File: src/rtl/pulse_period_meter_pkg.sv
// ============================================================================
// Module      : pulse_period_meter_pkg
// Description : Shared types for the pulse period meter.
// Revision    : 1.0 - initial release
// ============================================================================
`default_nettype none

package pulse_period_meter_pkg;

    typedef enum logic [0:0] {
        ST_IDLE = 1'b0,
        ST_MEAS = 1'b1
    } meas_state_e;

endpackage : pulse_period_meter_pkg

`default_nettype wire

File: src/rtl/pulse_period_meter_sync_edge_detect.sv
// ============================================================================
// Module      : sync_edge_detect
// Description : Multi-flop synchronizer for an async input plus rise/fall detect.
// Revision    : 1.0 - initial release
// ============================================================================
`default_nettype none

module sync_edge_detect #(
    parameter int SYNC_STAGES = 2
) (
    input  logic i_clk,
    input  logic rst,
    input  logic i_sig,
    output logic o_level,
    output logic o_rise,
    output logic o_fall
);

    logic [SYNC_STAGES-1:0] sync_q;
    logic                   prev_q;

    always_ff @(posedge i_clk or posedge rst) begin
        if (rst) begin
            sync_q <= '0;
            prev_q <= 1'b0;
        end else begin
            sync_q <= {sync_q[SYNC_STAGES-2:0], i_sig};
            prev_q <= sync_q[SYNC_STAGES-1];
        end
    end

    assign o_level = sync_q[SYNC_STAGES-1];
    assign o_rise  = sync_q[SYNC_STAGES-1] & ~prev_q;
    assign o_fall  = ~sync_q[SYNC_STAGES-1] & prev_q;

endmodule : sync_edge_detect

`default_nettype wire

File: src/rtl/pulse_period_meter.sv
// ============================================================================
// Module      : pulse_period_meter
// Description : Measures period and high time of an async signal in clk cycles.
// Revision    : 1.0 - initial release
// ============================================================================
`default_nettype none

module pulse_period_meter
    import pulse_period_meter_pkg::*;
#(
    parameter int CNT_W       = 16,
    parameter int SYNC_STAGES = 2
) (
    input  logic             i_clk,
    input  logic             rst,
    input  logic             i_sig,
    output logic [CNT_W-1:0] o_period,
    output logic [CNT_W-1:0] o_high,
    output logic             o_valid,
    output logic             o_timeout
);

    localparam logic [CNT_W-1:0] CNT_MAX = '1;
    localparam logic [CNT_W-1:0] CNT_ONE = {{(CNT_W-1){1'b0}}, 1'b1};

    logic w_level;
    logic w_rise;
    logic w_fall;

    sync_edge_detect #(
        .SYNC_STAGES (SYNC_STAGES)
    ) u_sync_edge (
        .i_clk   (i_clk),
        .rst     (rst),
        .i_sig   (i_sig),
        .o_level (w_level),
        .o_rise  (w_rise),
        .o_fall  (w_fall)
    );

    meas_state_e      state_q, state_d;
    logic [CNT_W-1:0] cnt_q, cnt_d;
    logic [CNT_W-1:0] hcnt_q, hcnt_d;
    logic [CNT_W-1:0] hlatch_q, hlatch_d;
    logic [CNT_W-1:0] period_q, period_d;
    logic [CNT_W-1:0] high_q, high_d;
    logic             valid_q, valid_d;
    logic             timeout_q, timeout_d;

    always_ff @(posedge i_clk or posedge rst) begin
        if (rst) begin
            state_q   <= ST_IDLE;
            cnt_q     <= '0;
            hcnt_q    <= '0;
            hlatch_q  <= '0;
            period_q  <= '0;
            high_q    <= '0;
            valid_q   <= 1'b0;
            timeout_q <= 1'b0;
        end else begin
            state_q   <= state_d;
            cnt_q     <= cnt_d;
            hcnt_q    <= hcnt_d;
            hlatch_q  <= hlatch_d;
            period_q  <= period_d;
            high_q    <= high_d;
            valid_q   <= valid_d;
            timeout_q <= timeout_d;
        end
    end

    always_comb begin
        state_d   = state_q;
        cnt_d     = cnt_q;
        hcnt_d    = hcnt_q;
        hlatch_d  = hlatch_q;
        period_d  = period_q;
        high_d    = high_q;
        valid_d   = 1'b0;
        timeout_d = timeout_q;

        case (state_q)
            ST_IDLE: begin
                if (w_rise) begin
                    cnt_d   = CNT_ONE;
                    hcnt_d  = CNT_ONE;
                    state_d = ST_MEAS;
                end
            end
            ST_MEAS: begin
                // A rise on the saturating cycle still yields a valid measurement.
                if (w_rise) begin
                    period_d  = cnt_q;
                    high_d    = hlatch_q;
                    valid_d   = 1'b1;
                    timeout_d = 1'b0;
                    cnt_d     = CNT_ONE;
                    hcnt_d    = CNT_ONE;
                end else if (cnt_q == CNT_MAX) begin
                    timeout_d = 1'b1;
                    state_d   = ST_IDLE;
                end else begin
                    cnt_d = cnt_q + CNT_ONE;
                    if (w_level) begin
                        hcnt_d = hcnt_q + CNT_ONE;
                    end
                    if (w_fall) begin
                        hlatch_d = hcnt_q;
                    end
                end
            end
            default: begin
                state_d = ST_IDLE;
            end
        endcase
    end

    assign o_period  = period_q;
    assign o_high    = high_q;
    assign o_valid   = valid_q;
    assign o_timeout = timeout_q;

endmodule : pulse_period_meter

`default_nettype wire

File: config.mk
export PLATFORM = sky130hd
export DESIGN_NAME = pulse_period_meter
export DESIGN_NICKNAME = d
export VERILOG_FILES = /design/src/rtl/pulse_period_meter_pkg.sv /design/src/rtl/pulse_period_meter_sync_edge_detect.sv /design/src/rtl/pulse_period_meter.sv
export SDC_FILE = /design/constraint.sdc
export NUM_CORES = 1
export LEC_CHECK = 0
export BUFFER_PORTS_ARGS = -buffer_cell sky130_fd_sc_hd__buf_4
export CORE_MARGIN = 5
export CORE_UTILIZATION = 58
export DETAILED_ROUTE_END_ITERATION = 8
export GPL_TIMING_DRIVEN = 1
export PLACE_DENSITY = 0.78
export SETUP_SLACK_MARGIN = 0.1
export SLEW_MARGIN = 20
export SYNTH_ARGS = -nofsm -noshare
export SYNTH_HDL_FRONTEND = slang
export SYNTH_SLANG_ARGS = --single-unit
export TNS_END_PERCENT = 10
File: constraint.sdc
create_clock -name i_clk -period 7.26 [get_ports i_clk]
set_input_delay 1.452 -clock i_clk [delete_from_list [all_inputs] [get_ports i_clk]]
set_output_delay 1.452 -clock i_clk [all_outputs]
set_load 0.005 [all_outputs]
Word-level counts from Yosys, hierarchy flattened

Index checks and enable logic that the tools add are counted.

Register bits after elaboration: 86
Logic and storage cells: 44

$add $sub $neg: 2
Equal/unequal tests: 4
Mux-type cells: 15
Bitwise gates (word level): 7
Reductions and logical operators: 6

Operators with widths:

| kind                                                             | number |
|---|---|
| 16-bit two-way mux                                               | 6 |
| 16-bit case mux with 2 select lines                              | 2 |
| 16-bit by 1-bit adder with 16-bit output (second input constant) | 2 |
| 16-bit equality test (second input constant)                     | 1 |
| 1-bit two-way mux                                                | 6 |
| 2-bit AND reduction                                              | 3 |
| 1-bit NOT                                                        | 5 |
| 4-bit AND reduction                                              | 1 |
| 3-bit by 1-bit != test with 1-bit output (second input constant) | 1 |
| 3-bit by 2-bit != test with 1-bit output (second input constant) | 1 |
| 3-bit AND reduction                                              | 1 |
| 1-bit bitwise AND                                                | 2 |
| 2-bit by 1-bit != test with 1-bit output (second input constant) | 1 |
| 1-bit case mux with 2 select lines                               | 1 |
| 2-bit nonzero test                                               | 1 |

Depth between registers and ports, before layout

Gate-level depths: netlist of run 1.

Depth in word-level cells: 5
Gate-level depth with buffers: 9

Hierarchy

From an unflattened synthesis of run 1, not the netlist that was laid out.

Cell total of the unflattened synthesis: 302
Area, all modules: 3,751.1 um^2

Modules (own cells, without submodules):

| module             | times used | cells an instance | area each (um^2) |
|---|---|---|---|
| pulse_period_meter | 1          | 296               | 3,657.3 |
| sync_edge_detect   | 1          | 6                 | 93.8 |

Worst setup path before layout of run 1

OpenSTA, ideal clock, no wires.

Kind: reg-to-reg
From: register cnt_q[0]
To: register hlatch_q[0]
Setup time: 125 ps
Data arrival time: 2,247 ps
Data required time: 7,135 ps
Setup slack: 4,888 ps
Stages on the path, launching flop included: 10
Buffers on the path: 3
Path through: dfrtp_1 ha_1 nand3_1 or4_4 buf_6 o21ai_4 or3b_1 buf_6 buf_12 mux2_4

Cells in the longest elaborated chain, start to end: 3

RTL lines:

| element                       | RTL line                 | source |
|---|---|---|
| start, declared               | pulse_period_meter.sv:42 | `logic [CNT_W-1:0] cnt_q, cnt_d;` |
| start signal, assigned        | pulse_period_meter.sv:62 | `cnt_q <= cnt_d;` |
| 16-bit equality test          | pulse_period_meter.sv:99 | `end else if (cnt_q == CNT_MAX) begin` |
| 1-bit NOT (no line)           | --                       |  |
| 4-bit AND reduction (no line) | --                       |  |
| end signal, assigned          | pulse_period_meter.sv:64 | `hlatch_q <= hlatch_d;` |
| end, declared                 | pulse_period_meter.sv:44 | `logic [CNT_W-1:0] hlatch_q, hlatch_d;` |

No other way between the ends.
A chain may end at the register's enable or synchronous reset.

Final worst setup path of run 1

From: register cnt_q[0]
To: register hlatch_q[9]

The elaborated chain is that of the path after synthesis.

==> flow_summary.ini, run 1 <==
[outcome]
status = completed

[sta]
finalCriticalPeriod_ns = 2.98
rsz0062_at_grt = false
relSlewSlack_pct = 39.6
fin_ws_ns = 4.28
post-route-period-util_pct = 41.1
fmax_mhz = 335
hold_viol = 0
setup_violations = 0
setup-tns-final_ns = 0
tightest_slew_ns = 0.900
fin_skew_ns = 0.00713
drv_slew = 0

[power]
cellPowerDensity_nw_per_um2 = 238
peakVddDrop_mv = 0.149
p_leak_nw = 2.02

[global_routing]
antenna_found_initial = 0
grt_remaining_overflow = 0
grt_usage_pct = 18.3
grt_pass1_wl_mm = 12.4
grt_pass1_vias = 2539
grt_max_degree = 87

[floorplan]
num_io_pins = 37
rows = 29
core_area_um2 = 6350
fp.dieW_um = 91.0
start_util_pct = 59.9
die_area_um2 = 8280
die_h_um = 91.0

[clocking]
cts_tree = yes
cts.sinks = 86
cts_root_buf = clkbuf_8
htree_levels = 3
cts_buffers = 9
ctsLongestPathBuffers = 2
clk_pin_slew_worst_paths_ns = 0.09
ctsResizeCount = 0
cts_hold_buf = 0
post-cts-setup-buffers = 0
clk_latency_ns = 0.35

[route]
drt_wl_total_mm = 7.16
dr_total_vias = 2575
dr.pass1.iters = 5
route.antenna.remaining_nets = 0
drt_iter0_drc = 138
wl_per_cell_um = 16.6
vias_per_cell = 5.97
drc = 0

[placed_design]
port-buffer-count = 36
hpwl_mm = 4.81
routabilityCongestion = 0.808
post-place-ws_ns = 4.31

[flow_run]
maxCapViolations = 0

[synthesis]
syn_inst = 316
synth_area_per_cell_um2 = 12.0
synth-seq-cells = 86
synth_warnings = 0
syn_area_um2 = 3810
yosysSeqAreaShare_pct = 56.5
syn_nets = 321
ys_types = 44

[final_layout]
drive_gt1_share_pct = 30.2
nets = 354
fillCellCount = 485
area_delta_synth_final_pct = 12.3
antenna_cells = 0

[hold_path]
hold_path_class = flip-flop to flip-flop

[worst_setup_path]
worstPathMaxFanout = 16
cp.required_ns = 7.50
worstSetupPathType = flip-flop to flip-flop
arrival_ns = 3.22
critPathLaunchType = flip-flop
end_kind = flip-flop
==> synthesized netlist by cell type (all sizes together) <==
master	count	area (um2)
buf	5	50.1
o21ai	19	106
and4	4	35.0
nor4	5	37.5
o211ai	4	30.0
xor2	4	35.0
nand2	23	86.3
nand3	15	75.1
nand2b	5	31.3
mux2	45	544
ha	2	25.0
a41oi	1	8.76
dfrtp	86	2150
o41ai	4	35.0
o31ai	5	37.5
or3	1	6.26
a31o	2	17.5
a211oi	5	37.5
nand4	8	56.3
clkbuf	11	42.5
a31oi	4	25.0
a21boi	1	7.51
or3b	1	8.76
a211o	1	8.76
and3	2	12.5
or4	4	33.8
nor2b	1	6.26
a21oi	6	30.0
nor3	3	15.0
xnor2	7	61.3
inv	8	30.0
nor2	19	71.3
o2111ai	3	26.3
mux2i	2	20.0
==> state kept, by name, indices dropped and copies added (netlist names) <==
| signal | cells |
|---|---|
| o_valid | 1 |
| o_timeout | 1 |
| hlatch_q | 16 |
| u_sync_edge.sync_q | 2 |
| u_sync_edge.prev_q | 1 |
| state_q | 1 |
| hcnt_q | 16 |
| o_high | 16 |
| cnt_q | 16 |
| o_period | 16 |
==> logic make-up (layout without fill, tap and decap cells) <==
group | count (synthesis) | after routing | share of synthesized area [%]
simple gates | 91 | 91 | 12.5
flops | 86 | 86 | 56.5
compound gates | 55 | 55 | 9.73
mux | 47 | 47 | 14.8
buf+inv | 24 | 62 | 3.22
xor+xnor | 11 | 11 | 2.53
fa+ha+maj | 2 | 2 | 0.657
==> critical path: stages (launching register included) <==
cell     delay, ns
dfrtp_1       0.45
ha_1          0.24
nand3_1       0.15
or4_4         0.57
o21ai_4       0.28
or3b_1        0.76
mux2_2        0.42
==> per-stage QoR <==
stage	power, W	std cells	hold slack [ns]	instance area, um2	util [%]
finish	0.00102	431	0.363	4270	67.3
global route	0.00107	431	0.376	4270	67.3
CTS	0.00103	431	0.363	4270	67.2
detailed placement	0.000730	415	0.341	4100	64.5
global placement	0.000719	415	0.335	4100	64.5
floorplan	0.000667	316	0.331	3810	-
==> layout by cell type (no fill, tap or decap), drive strengths merged, types with 4 or more instances in the layout <==
cell,count
clkinv,5
a21oi,6
nand4,8
buf,38
mux2,45
and4,4
inv,9
nand2b,5
o41ai,4
or4,4
o21ai,19
nand3,15
o31ai,5
a211oi,5
nor4,5
xnor2,7
dfrtp,86
nor2,19
a31oi,4
o211ai,4
clkbuf,9
nand2,23
xor2,4
==> final timing paths <==
kind,start,to,slack [ns],depth (start not counted)
max,cnt_q[0],hlatch_q[9],4.28,6
min,u_sync_edge.sync_q[0],u_sync_edge.sync_q[1],0.36,0
max reg2reg,cnt_q[0],hlatch_q[9],4.28,6
min reg2reg,u_sync_edge.sync_q[0],u_sync_edge.sync_q[1],0.36,0
max in group asynchronous,rst,cnt_q[9],5.43,3
min in group asynchronous,rst,o_period[8],1.27,3
==> metal layers <==
layer	track usage, %	vias to the layer above	wire (um)	share of wire, %
li1	-	1221	-	-
met1	25.7	1274	3400	47
met4	7.95	0	71	0.99
met5	0	-	0	0
met2	27.4	74	3340	47
met3	4.13	6	353	4.9
==> where the power goes <==
group	total, W	internal (W)	switching, W
Combinational	0.000143	0.0000794	0.0000634
Clock	0.000296	0.000125	0.000171
Sequential	0.000576	0.000528	0.0000484
==> layout make-up <==
cell class,count,area (um2),area share (%)
flip-flops and latches,86,2150,50.4
multi-input cells,206,1530,35.8
repair buffers,38,289,6.76
clock buffers,9,124,2.90
well taps,77,96.3,2.25
clock inverters,7,48.8,1.14
inverters,8,31.3,0.732
No activity file was read; power rests on OpenSTA's default activity.
==> run 2, diff against run 1 <==
--- a/config.mk
+++ b/config.mk
@@ -5,6 +5,7 @@
 export SDC_FILE = /design/constraint.sdc
 export NUM_CORES = 1
 export LEC_CHECK = 0
+export ABC_AREA = 1
 export BUFFER_PORTS_ARGS = -buffer_cell sky130_fd_sc_hd__buf_4
 export CORE_MARGIN = 5
 export CORE_UTILIZATION = 58
==> constraint.sdc (replaced) <==
create_clock -name i_clk -period 2.9 [get_ports i_clk]
set_input_delay 0.58 -clock i_clk [delete_from_list [all_inputs] [get_ports i_clk]]
set_output_delay 0.58 -clock i_clk [all_outputs]
set_load 0.005 [all_outputs]
==> flow_summary.ini, run 2 <==
[sta]
fin_skew_ns = 0.0150
relSlewSlack_pct = 50.3
fmax_mhz = 509
setup_violations = 0
rsz0062_at_grt = false
tightest_slew_ns = 0.744
finalCriticalPeriod_ns = 1.97
post-route-period-util_pct = 67.8
setup-tns-final_ns = 0
hold_viol = 0
drv_slew = 0

[final_layout]
antenna_cells = 0
fillCellCount = 583
area_delta_synth_final_pct = 12.5
instances_no_fill = 621
nets = 525
final_common_cell = nand2_1
layout_common_cells = nand2_1 (152), dfrtp_1 (86), inv_1 (41)
drive_gt1_share_pct = 20.6

[route]
drt_iter0_drc = 211
vias_per_cell = 5.17
wl_met3_um = 420
wl_met2_mm = 3.52
wl_met1_mm = 3.97
route.antenna.remaining_nets = 0
dr.pass1.iters = 4
dr_total_vias = 3208
drc = 0
highest_layer = met4
drt_wl_total_mm = 8.01
wl_per_cell_um = 12.9

[synthesis]
yosysMostFrequentCell = nand2_1
yosys-top-cells-count = nand2_1 (152), dfrtp_1 (86), inv_1 (43)
yosys-top-cells-area = dfrtp_1 (52%), nand2_1 (14%), nand3_1 (4.5%)
synth_area_per_cell_um2 = 8.47
syn_nets = 490
synth-edff-count = 0
syn_area_um2 = 4110
synth_warnings = 0
synth.largest_area_cell = dfrtp_1
ys_types = 26
async_flop_share_pct = 100
synthDominantCellAreaShare_pct = 52.4
syn_inst = 485
synthFlopType = dfrtp_1
yosysSeqAreaShare_pct = 52.4
synth-seq-cells = 86

[clocking]
cts.sinks = 86
cts_buffers = 9
post-cts-setup-buffers = 0
cts_hold_buf = 0
htree_levels = 3
ctsResizeCount = 0
clk_latency_ns = 0.36
cts_tree = yes
ctsLongestPathBuffers = 2
clk_pin_slew_worst_paths_ns = 0.10
cts_root_buf = clkbuf_8

[outcome]
status = completed

[worst_setup_path]
critPathLaunchType = flip-flop
worst_path_max_delay_cell = o21ai_2
worstPathMaxFanout = 17
cp_common_cell = nand2_1
slowest_delay_ns = 0.56
worstSetupPathType = flip-flop to flip-flop
cp.required_ns = 3.17
end_kind = flip-flop
crit_chain = ha_1, nand2_1, nor2_4, nand2_4, nor2_8, o21ai_2, inv_1, nand2_1, nand2_1
arrival_ns = 2.23

[placed_design]
routabilityCongestion = 0.854
hpwl_mm = 5.64
port-buffer-count = 36
place_inst = 605

[power]
cellPowerDensity_nw_per_um2 = 565
p_leak_nw = 2.27
peakVddDrop_mv = 0.252

[global_routing]
antenna_found_initial = 0
grt_remaining_overflow = 0
grt_pass1_wl_mm = 13.9
grt_max_degree = 54
grt_usage_pct = 19.8
grt_pass1_vias = 2975

[floorplan]
num_io_pins = 37
rows = 30
start_util_pct = 60.1
die_area_um2 = 8870
core_area_um2 = 6830
fp.dieW_um = 94.2
die_h_um = 94.2

[flow_run]
maxCapViolations = 0

[hold_path]
hold_path_class = input pin to async pin
-- run 2: path summary, 6_finish.rpt --
path	cells after the start	end	from	slack (ns)
max	9	cnt_q[10]	cnt_q[0]	0.93
min	2	cnt_q[7]	rst	0.33
max reg2reg	9	cnt_q[10]	cnt_q[0]	0.93
min reg2reg	0	u_sync_edge.prev_q	u_sync_edge.sync_q[1]	0.38
max in group asynchronous	3	o_high[13]	rst	1.87
min in group i_clk	1	u_sync_edge.sync_q[0]	i_sig	0.33
-- run 2: critical path, delay by kind of cell, from the launching register on --
family,cells,cell delay (ns)
compound gates,1,0.56
buf+inv,1,0.13
fa+ha+maj,1,0.24
flops,1,0.42
simple gates,6,0.53
-- run 2: cells by family after synthesis --
logic type / Yosys count / share of synthesized area, %
DFF: 86 / 52.4
and+or+nand+nor: 262 / 29.0
AOI/OAI and AO/OA: 70 / 9.99
buffers and inverters: 61 / 7.16
xor gates and xnor gates: 4 / 0.853
adders and majority gates: 2 / 0.609
-- run 2: cell type report --
| type | count | area, um2 | area share (%) |
|---|---|---|---|
| clock buffer | 10 | 138 | 2.98 |
| multi-input combinational | 338 | 1660 | 36.0 |
| clock inverter | 6 | 68.8 | 1.49 |
| tap | 96 | 120 | 2.60 |
| inverter | 46 | 176 | 3.82 |
| timing repair buffer | 39 | 305 | 6.61 |
| sequential | 86 | 2150 | 46.6 |
-- run 2: per-layer routing --
layer,global-route usage (%),vias to the layer above
li1,-,1615
met1,29.5,1497
met2,28.1,88
met3,4.33,8
met4,7.22,0
met5,0,-
-- run 2: report_power, final --
part / total (W) / internal (W) / switching, W
logic: 0.000348 / 0.000147 / 0.000202
registers: 0.00138 / 0.00130 / 0.0000866
clock network: 0.000880 / 0.000428 / 0.000452
total: 0.00261 / 0.00187 / 0.000741
-- run 2: per-stage QoR --
stage          setup WS (ns)  power (W)  hold slack, ns  util, %  cell area (um2)
6_report               0.933    0.00261           0.329     67.7             4620
5_1_grt                0.795    0.00275           0.312     67.7             4620
4_1_cts                0.923    0.00262           0.324     67.7             4620
3_5_place_dp           0.915    0.00175           0.374     64.6             4420
3_3_place_gp           0.819    0.00174           0.359     64.6             4420
2_1_floorplan           1.33    0.00163           0.331        -             4110
==> run 3, diff against run 2 <==
--- a/config.mk
+++ b/config.mk
@@ -8,10 +8,10 @@
 export ABC_AREA = 1
 export BUFFER_PORTS_ARGS = -buffer_cell sky130_fd_sc_hd__buf_4
 export CORE_MARGIN = 5
-export CORE_UTILIZATION = 58
+export CORE_UTILIZATION = 53
 export DETAILED_ROUTE_END_ITERATION = 8
 export GPL_TIMING_DRIVEN = 1
-export PLACE_DENSITY = 0.78
+export PLACE_DENSITY = 0.75
 export SETUP_SLACK_MARGIN = 0.1
 export SLEW_MARGIN = 20
 export SYNTH_ARGS = -nofsm -noshare
==> constraint.sdc (replaced) <==
create_clock -name i_clk -period 1.8 [get_ports i_clk]
set_input_delay 0.36 -clock i_clk [delete_from_list [all_inputs] [get_ports i_clk]]
set_output_delay 0.36 -clock i_clk [all_outputs]
set_load 0.005 [all_outputs]
==> flow_summary.ini, run 3 (synthesis results as in run 2) <==
[route]
dr.pass1.iters = 5
drt_iter0_drc = 260
vias_per_cell = 5.17
wl_per_cell_um = 13.0
dr_total_vias = 3291
drt_wl_total_mm = 8.24
route.antenna.remaining_nets = 0
drc = 0

[clocking]
ctsLongestPathBuffers = 2
htree_levels = 3
cts_hold_buf = 0
cts_tree = yes
cts_root_buf = clkbuf_8
clk_pin_slew_worst_paths_ns = 0.08
cts_buffers = 9
cts.sinks = 86
clk_latency_ns = 0.36

[power]
cellPowerDensity_nw_per_um2 = 880
seqPwrFrac_pct = 53.2
clkPwrFrac_pct = 33.0
finalPower_w = 0.00418
peakVddDrop_mv = 0.392
swShare_pct = 28.3
p_sw_w = 0.00118
p_leak_nw = 2.34
internal_power_w = 0.00300
combPwrFrac_pct = 13.9

[final_layout]
nets = 534
stdcell_area_um2 = 4750
antenna_cells = 0
area_delta_synth_final_pct = 15.6
final_common_cell = nand2_1
layout_common_cells = nand2_1 (152), dfrtp_1 (86), buf_4 (43)
drive_gt1_share_pct = 21.9

[worst_setup_path]
critPathLaunchType = flip-flop
worstSetupPathType = flip-flop to flip-flop
cp.required_ns = 2.04
arrival_ns = 1.89
end_kind = flip-flop
r2r_slack_ns = 0.15
r2r-end = cnt_q[11]
worst_path_max_delay_cell = dfrtp_1
r2r_start = cnt_q[0]
slowest_delay_ns = 0.41
crit_chain = ha_1, nand2_1, nor2_4, nand2_4, nor2_8, o21ai_2, buf_4, o21ai_0
worstPathMaxFanout = 9
crit_family = flip-flops
worstRegToRegCells = 8
crit_buf_inv = 1

[floorplan]
die_area_um2 = 9610
die_h_um = 98.0
core_area_um2 = 7650
num_io_pins = 37
fp.dieW_um = 98.0
start_util_pct = 53.7
rows = 32

[global_routing]
grt_pass1_vias = 3020
antenna_found_initial = 0
grt_remaining_overflow = 0
grt_usage_pct = 17.9
grt_pass1_wl_mm = 14.1
grt_max_degree = 87

[sta]
tightest_slew_ns = 0.501
setup-tns-final_ns = 0
fin_ws_ns = 0.147
fmax_mhz = 605
drv_slew = 0
post-route-period-util_pct = 91.8
hold_viol = 0
hold_slack_ns = 0.108
setup_violations = 0
relSlewSlack_pct = 66.6
fin_skew_ns = 0.0103
rsz0062_at_grt = true
finalCriticalPeriod_ns = 1.65

[placed_design]
port-buffer-count = 36
post-place-ws_ns = 0.156
routabilityCongestion = 0.871
hpwl_mm = 5.84
post_dp_cell_area_um2 = 4520

[hold_path]
whs_endpoint = u_sync_edge.sync_q[0]
hold_path_depth = 1
hold_path_class = input pin to flip-flop
min_from = i_sig

[outcome]
status = completed

[flow_run]
maxCapViolations = 0
## run 3: changes by cell type in the layout (fill, tap and decap cells not counted)
cell        before  now
buf_12           1    4
clkinvlp_4       2    3
nand2_4          3    4
clkbuf_8        10    9
inv_6            2    3
buf_4           38   43
nand2_2         17   16
clkinv_2         1    0
nand2_8          0    1
## run 3: stage by stage
stage | std cells | util [%]
4_1_cts | 635 | 61.8
3_5_place_dp | 619 | 59.1
2_1_floorplan | 485 | -
6_report | 636 | 62.1
5_1_grt | 636 | 62.1
3_3_place_gp | 619 | 59.1
## run 3: repair_timing
item                       CTS  global route
buffers inserted             0             0
setup endpoints to repair    0            61
hold endpoints to repair     0             0
resized for setup            0             3
## run 3: area by class of cell
cell class	count	area, um2
Multi-Input combinational cell	339	1690
Inverter	46	176
Fill cell	657	2900
Sequential cell	86	2150
Tap cell	102	128
Clock inverter	7	80.1
Clock buffer	9	124
Timing Repair Buffer	47	403
## run 3: power by group through the flow
stage	sequential [W]	combinational, W	clock, W
finish	0.00222	0.000579	0.00138
global route	0.00225	0.000659	0.00150
CTS	0.00222	0.000588	0.00142
detailed placement	0.00226	0.000584	0
global placement	0.00225	0.000563	0
floorplan	0.00224	0.000389	0
## run 3: worst max-delay path by stage
| stage | from | endpoint | slack, ns | cells past startpoint |
|---|---|---|---|---|
| final | cnt_q[0] | cnt_q[11] | 0.15 | 8 |
| after global routing | cnt_q[1] | hcnt_q[9] | 0.05 | 10 |
| after CTS | cnt_q[1] | hlatch_q[13] | 0.14 | 9 |
| after detailed placement | cnt_q[1] | hlatch_q[10] | 0.16 | 8 |
| after global placement | cnt_q[0] | cnt_q[12] | 0.23 | 8 |
| after floorplan | cnt_q[0] | cnt_q[4] | 0.27 | 8 |
## run 3: routing by layer
| metal | share of wire (%) | track usage [%] | vias to the layer above |
|---|---|---|---|
| li1 | - | - | 1646 |
| met1 | 48 | 26.7 | 1538 |
| met3 | 6.4 | 4.14 | 9 |
| met5 | 0 | 0 | - |
| met2 | 45 | 25.7 | 98 |
| met4 | 1.1 | 6.28 | 0 |
